### config.mk
export PLATFORM = sky130hd
export DESIGN_NAME = alu_main
export DESIGN_NICKNAME = d
export VERILOG_FILES = /design/src/rtl/alu_main.sv
export SDC_FILE = /design/constraint.sdc
export NUM_CORES = 1
export LEC_CHECK = 0
export ABC_AREA = 1
export BUFFER_PORTS_ARGS = -buffer_cell sky130_fd_sc_hd__buf_2
export CAP_MARGIN = 40
export CELL_PAD_IN_SITES_DETAIL_PLACEMENT = 1
export CELL_PAD_IN_SITES_GLOBAL_PLACEMENT = 1
export CORE_ASPECT_RATIO = 0.5
export CORE_MARGIN = 1
export CORE_UTILIZATION = 25
export CTS_CLUSTER_DIAMETER = 40
export DETAILED_ROUTE_END_ITERATION = 16
export PLACE_DENSITY = 0.6
export SYNTH_ARGS = -nofsm -noshare
export SYNTH_HDL_FRONTEND = slang
export SYNTH_SLANG_ARGS = --single-unit
### constraint.sdc
create_clock -name clk -period 5.9 [get_ports clk]
set_clock_uncertainty 0.05 [all_clocks]
set_input_delay 1.77 -clock clk [delete_from_list [all_inputs] [get_ports clk]]
set_output_delay 1.77 -clock clk [all_outputs]
set_load 0.02 [all_outputs]
### src/rtl/alu_main.sv
// 32-bit ALU: combinational add/sub/shift/logic plus a shared 1-bit/cycle multiply/divide engine.
// Optional feature macro ALU_REM_EN: opcode 11 returns the unsigned remainder from the divide engine.
module alu_main #(
  parameter int WIDTH = 32
) (
  input  logic             clk,
  input  logic             rst_n,
  input  logic [WIDTH-1:0] a,
  input  logic [WIDTH-1:0] b,
  input  logic [3:0]       control,
  output logic [WIDTH-1:0] s,
  output logic             carry,
  output logic             overflow,
  output logic             zero,
  output logic             busy
);

  localparam int CNT_W = $clog2(WIDTH + 1);
  localparam logic [CNT_W-1:0] CNT_LAST = CNT_W'(WIDTH);
  localparam logic [CNT_W-1:0] CNT_ONE  = CNT_W'(1);

  localparam logic [3:0] OP_ADD = 4'd0;
  localparam logic [3:0] OP_MUL = 4'd1;
  localparam logic [3:0] OP_SUB = 4'd2;
  localparam logic [3:0] OP_SHL = 4'd3;
  localparam logic [3:0] OP_SHR = 4'd4;
  localparam logic [3:0] OP_SAR = 4'd5;
  localparam logic [3:0] OP_AND = 4'd6;
  localparam logic [3:0] OP_OR  = 4'd7;
  localparam logic [3:0] OP_NOT = 4'd8;
  localparam logic [3:0] OP_XOR = 4'd9;
  localparam logic [3:0] OP_DIV = 4'd10;
  localparam logic [3:0] OP_REM = 4'd11;

  typedef enum logic [0:0] {ST_IDLE = 1'b0, ST_RUN = 1'b1} state_t;

  state_t             state_q, state_d;
  logic [WIDTH-1:0]   a_q, b_q;
  logic [3:0]         ctrl_q;
  logic [3:0]         op_q, op_d;
  logic [CNT_W-1:0]   cnt_q, cnt_d;
  logic [WIDTH-1:0]   opnd_q, opnd_d;
  logic [2*WIDTH-1:0] prod_q, prod_d;
  logic [WIDTH-1:0]   res_q, res_d;
  logic               ovf_q, ovf_d;

  logic               is_mc_s, changed_s, start_s, abort_s;
  logic [WIDTH:0]     mul_sum_s;
  logic [WIDTH:0]     div_r2_s;
  logic               div_ge_s;
  logic [WIDTH-1:0]   div_diff_s;
  logic [WIDTH-1:0]   s_c;
  logic               carry_c, ovf_c;

  always_comb begin
    is_mc_s = (control == OP_MUL) || (control == OP_DIV);
`ifdef ALU_REM_EN
    if (control == OP_REM) begin
      is_mc_s = 1'b1;
    end else begin
      is_mc_s = is_mc_s;
    end
`endif
  end

  assign changed_s = (a != a_q) || (b != b_q) || (control != ctrl_q);
  assign start_s   = changed_s && is_mc_s;
  assign abort_s   = changed_s && !is_mc_s;

  // Multiply keeps {partial_hi, multiplier} in prod_q; divide keeps {remainder, dividend/quotient}.
  assign mul_sum_s  = {1'b0, prod_q[2*WIDTH-1:WIDTH]} + (prod_q[0] ? {1'b0, opnd_q} : {(WIDTH+1){1'b0}});
  assign div_r2_s   = {prod_q[2*WIDTH-1:WIDTH], prod_q[WIDTH-1]};
  assign div_ge_s   = div_r2_s >= {1'b0, opnd_q};
  assign div_diff_s = div_r2_s[WIDTH-1:0] - opnd_q;

  always_ff @(posedge clk or negedge rst_n) begin
    if (!rst_n) begin
      state_q <= ST_IDLE;
      a_q     <= {WIDTH{1'b0}};
      b_q     <= {WIDTH{1'b0}};
      ctrl_q  <= 4'd0;
      op_q    <= 4'd0;
      cnt_q   <= {CNT_W{1'b0}};
      opnd_q  <= {WIDTH{1'b0}};
      prod_q  <= {(2*WIDTH){1'b0}};
      res_q   <= {WIDTH{1'b0}};
      ovf_q   <= 1'b0;
    end else begin
      state_q <= state_d;
      a_q     <= a;
      b_q     <= b;
      ctrl_q  <= control;
      op_q    <= op_d;
      cnt_q   <= cnt_d;
      opnd_q  <= opnd_d;
      prod_q  <= prod_d;
      res_q   <= res_d;
      ovf_q   <= ovf_d;
    end
  end

  always_comb begin
    state_d = state_q;
    op_d    = op_q;
    cnt_d   = cnt_q;
    opnd_d  = opnd_q;
    prod_d  = prod_q;
    res_d   = res_q;
    ovf_d   = ovf_q;
    case (state_q)
      ST_IDLE: begin
        state_d = ST_IDLE;
      end
      ST_RUN: begin
        if (cnt_q == CNT_LAST) begin
          state_d = ST_IDLE;
          case (op_q)
            OP_MUL: begin
              res_d = prod_q[WIDTH-1:0];
              ovf_d = |prod_q[2*WIDTH-1:WIDTH];
            end
            OP_DIV: begin
              res_d = (opnd_q == {WIDTH{1'b0}}) ? {WIDTH{1'b1}} : prod_q[WIDTH-1:0];
              ovf_d = (opnd_q == {WIDTH{1'b0}});
            end
            default: begin
              // Remainder by zero naturally leaves the dividend in the upper half.
              res_d = prod_q[2*WIDTH-1:WIDTH];
              ovf_d = (opnd_q == {WIDTH{1'b0}});
            end
          endcase
        end else begin
          cnt_d = cnt_q + CNT_ONE;
          if (op_q == OP_MUL) begin
            prod_d = {mul_sum_s, prod_q[WIDTH-1:1]};
          end else begin
            prod_d = {(div_ge_s ? div_diff_s : div_r2_s[WIDTH-1:0]), prod_q[WIDTH-2:0], div_ge_s};
          end
        end
      end
      default: begin
        state_d = ST_IDLE;
      end
    endcase
    if (start_s) begin
      state_d = ST_RUN;
      op_d    = control;
      cnt_d   = {CNT_W{1'b0}};
      opnd_d  = (control == OP_MUL) ? a : b;
      prod_d  = {{WIDTH{1'b0}}, ((control == OP_MUL) ? b : a)};
    end else if (abort_s) begin
      state_d = ST_IDLE;
    end else begin
      state_d = state_d;
    end
  end

  always_comb begin
    s_c     = {WIDTH{1'b0}};
    carry_c = 1'b0;
    ovf_c   = 1'b0;
    case (control)
      OP_ADD: begin
        {carry_c, s_c} = {1'b0, a} + {1'b0, b};
        ovf_c = (a[WIDTH-1] == b[WIDTH-1]) && (s_c[WIDTH-1] != a[WIDTH-1]);
      end
      OP_SUB: begin
        {carry_c, s_c} = {1'b0, a} - {1'b0, b};
        ovf_c = (a[WIDTH-1] != b[WIDTH-1]) && (s_c[WIDTH-1] != a[WIDTH-1]);
      end
      OP_SHL: begin
        s_c     = {a[WIDTH-2:0], 1'b0};
        carry_c = a[WIDTH-1];
      end
      OP_SHR: begin
        s_c     = {1'b0, a[WIDTH-1:1]};
        carry_c = a[0];
      end
      OP_SAR: begin
        s_c     = {a[WIDTH-1], a[WIDTH-1:1]};
        carry_c = a[0];
      end
      OP_AND: s_c = a & b;
      OP_OR:  s_c = a | b;
      OP_NOT: s_c = ~a;
      OP_XOR: s_c = a ^ b;
      OP_MUL, OP_DIV: begin
        s_c   = res_q;
        ovf_c = ovf_q;
      end
`ifdef ALU_REM_EN
      OP_REM: begin
        s_c   = res_q;
        ovf_c = ovf_q;
      end
`endif
      default: begin
        s_c = {WIDTH{1'b0}};
      end
    endcase
  end

  assign s        = rst_n ? s_c : {WIDTH{1'b0}};
  assign carry    = rst_n ? carry_c : 1'b0;
  assign overflow = rst_n ? ovf_c : 1'b0;
  assign zero     = (s == {WIDTH{1'b0}});
  assign busy     = (state_q == ST_RUN);

endmodule

==> flow_summary.json <==
{
  "run_status": "complete, but fails checks",
  "violations": "setup timing",
  "finalSetupTns_ns": -0.2082,
  "vias": 26090,
  "place.gp.congestion": 0.9778,
  "cts_max_path_buffers": 3,
  "chipWidth_um": 420.4,
  "start_kind": "input port",
  "dp_hpwl_um": 89790,
  "die_h_um": 211.2,
  "portBuffers": 105,
  "yosysSeqAreaShare_pct": 23.79,
  "rsz0062_at_grt": "true",
  "drt_wl_total_um": 111200,
  "cts.clk_slew.worst_paths_ns": 0.05,
  "crit_type": "in2out",
  "postPlaceCellArea_um2": 26860,
  "ys_types": 54,
  "synthFlopType": "dfrtp_1",
  "fmax_mhz": 166.1,
  "drive_above_1_share_pct": 26.59,
  "synth_top_family_by_area": "simple AND/OR/NAND/NOR gates",
  "finalHoldViolations": 0,
  "p_leak_uw": 0.01556,
  "ioPinCount": 106,
  "synth_warnings": 0,
  "fin_ws_ns": -0.1201,
  "syn_area_um2": 21880,
  "critPathCaptureType": "output pin",
  "drc": 0,
  "syn_inst": 3549,
  "grt_pass1_wl_um": 166000,
  "final_cell_area_um2": 30620,
  "cts.sinks": 208,
  "drv_slew": 0,
  "clk_latency_ns": 0.59,
  "grt.total_usage_pct": 24.59,
  "ir_drop_mv": 0.2472,
  "critPathMaxFanout": 8,
  "grt_pass1_vias": 26840,
  "nNetsFinal": 4310,
  "tritoncts": "built",
  "dp_slack_ns": -0.7600,
  "syn-num-nets": 3794,
  "worst_pin_slew_ns": 0.8779,
  "cp_data_arrival_time_ns": 4.20,
  "fp.coreArea_um2": 86340,
  "utilization_pct": 35.47,
  "synth_fa_ha_area_share_pct": 10.15,
  "placementRows": 76,
  "fillers": 11040,
  "synth.area.mux_share_pct": 0,
  "final_cell_mix": "1018 x nand2_1, 476 x buf_4, 430 x inv_1",
  "layout_min_cycle_time_ns": 6.020,
  "ant_nets": 0,
  "die-area_um2": 88770,
  "cts_root_buffer": "clkbuf_16",
  "setup_viol": 2,
  "drt_pass1_iterations": 5,
  "min_path_type": "reg2reg",
  "antenna_found_initial": 4,
  "synth-simple-area-share_pct": 35.58,
  "syn2layout_area_growth_pct": 39.98,
  "synth_compound_area_share_pct": 14.83,
  "maxSlewHeadroom_pct": 41.48,
  "grt_max_degree": 107,
  "synth_xor_area_share_pct": 3.843,
  "postCtsHoldBufs": 0,
  "drtIter0Drc": 1773,
  "reg2reg_depth": 18,
  "cts_buffers": 49,
  "wire_per_inst_um": 21.09,
  "min_path_cells": 2,
  "powerDensity_nw_per_um2": 332.4,
  "synth_seq_cells": 208,
  "avgSynthCellArea_um2": 6.164,
  "grt.overflow.total": 0,
  "initial_core_util_pct": 25.34,
  "synth_async_sr_flop_share_pct": 100.0,
  "maxCapViolCount": 0,
  "final_common_cell": "nand2_1",
  "synth_edf_count": 0,
  "min_period_over_period_pct": 102.0,
  "htree_num_levels": 2,
  "crit_required_ns": 4.08,
  "drt-vias-per-instance": 4.946
}
==> flip-flops by register name, summed over array words and instances (netlist names) <==
| signal | count |
|---|---|
| res_q | 32 |
| ctrl_q | 4 |
| a_q | 32 |
| busy | 1 |
| prod_q | 64 |
| b_q | 32 |
| ovf_q | 1 |
| opnd_q | 32 |
| op_q | 4 |
| cnt_q | 6 |
==> path summary, 6_finish.rpt <==
path	startpoint	to	slack, ns
worst min-delay path	res_q[8]	res_q[8]	0.48
worst max-delay path	a[10]	zero	-0.12
worst min register to register	res_q[8]	res_q[8]	0.48
worst max register to register	prod_q[0]	prod_q[57]	2.35
max in group asynchronous	rst_n	prod_q[32]	2.21
min in group asynchronous	rst_n	b_q[23]	1.04
==> power by group <==
group	total, uW	switching, uW	internal [uW]
clock	2940	973	1960
sequential	2200	457	1740
combinational	5040	3270	1770
==> metal layers <==
metal / up-vias / share of wire [%] / track usage [%]
li1: 12510 / - / -
met1: 12910 / 50 / 36.75
met4: 0 / 2.1 / 5.329
met5: - / 0 / 0
met3: 119 / 4.2 / 1.836
met2: 553 / 43 / 38.23
==> kinds of logic after synthesis <==
family,Yosys count
adders and majority gates,175
xor gates and xnor gates,96
AOI/OAI and AO/OA,565
buffers and inverters,640
and+or+nand+nor,1865
DFF,208
==> cells in the mapped netlist, types with 4 or more instances <==
| master | count | share of area, % |
|---|---|---|
| a41oi_1 | 5 | 0.20 |
| dfrtp_1 | 208 | 24 |
| buf_4 | 6 | 0.21 |
| xnor2_1 | 53 | 2.1 |
| o22ai_1 | 34 | 0.97 |
| nor2_2 | 7 | 0.20 |
| a211oi_1 | 8 | 0.27 |
| inv_1 | 487 | 8.4 |
| nand3_1 | 313 | 7.2 |
| nor2_1 | 279 | 4.8 |
| nor4_1 | 28 | 0.80 |
| nand3b_1 | 6 | 0.21 |
| a21o_1 | 7 | 0.24 |
| o21ai_0 | 179 | 4.1 |
| nand2_2 | 8 | 0.23 |
| o2111ai_1 | 8 | 0.32 |
| inv_2 | 13 | 0.22 |
| xor2_1 | 43 | 1.7 |
| buf_1 | 5 | 0.086 |
| ha_1 | 171 | 9.8 |
| or2_2 | 9 | 0.26 |
| o21a_1 | 7 | 0.24 |
| fa_1 | 4 | 0.37 |
| a21oi_1 | 193 | 4.4 |
| buf_6 | 11 | 0.57 |
| o21bai_1 | 17 | 0.58 |
| o21ai_1 | 25 | 0.57 |
| nor3_1 | 36 | 0.82 |
| a22oi_1 | 12 | 0.41 |
| nand4_1 | 53 | 1.5 |
| o211ai_1 | 43 | 1.5 |
| nand2_1 | 1114 | 19 |
| a31oi_1 | 11 | 0.31 |
| buf_2 | 60 | 1.4 |
| clkbuf_1 | 56 | 0.96 |
==> what timing repair did <==
action | in CTS | in global routing
pin swaps | 41 | 92
endpoints found under the hold margin | 0 | 0
setup endpoints to repair | 22 | 22
resized for setup | 212 | 290
buffers inserted | 15 | 20
==> layout make-up <==
| cell class | count | area [um^2] | area share, % |
|---|---|---|---|
| repair buffers | 604 | 4644 | 15.17 |
| multi-input cells | 2701 | 15620 | 51.01 |
| diodes | 2 | 5.005 | 0.01634 |
| well taps | 1170 | 1464 | 4.780 |
| inverters | 501 | 1922 | 6.276 |
| clock buffers | 58 | 1321 | 4.315 |
| flip-flops and latches | 208 | 5205 | 17.00 |
| clock inverters | 31 | 440.4 | 1.438 |
==> critical path: stages <==
cell and delay [ns]:
buf_2 0.15, inv_1 0.10, ha_4 0.36, buf_4 0.15, inv_1 0.05, nand2_1 0.14, nor2_4 0.07, a21oi_2 0.16
nand2_1 0.11, buf_4 0.16, nand2_1 0.08, nand3_1 0.08, nand3_1 0.10, nand3_2 0.09, nand2_1 0.09, nand2_1 0.09
nor2_2 0.13, nand2_2 0.07, nor2_4 0.11, buf_6 0.12
==> per-stage QoR <==
stage | hold slack [ns] | total power [uW] | instances
after floorplan | 0.4356 | 5093 | 3549
after global placement | 0.4480 | 6846 | 5147
after detailed placement | 0.4676 | 6937 | 5151
after CTS | 0.4803 | 10030 | 5254
after global routing | 0.5072 | 10810 | 5273
final | 0.4772 | 10180 | 5275
(Power assumes the default switching activity.)
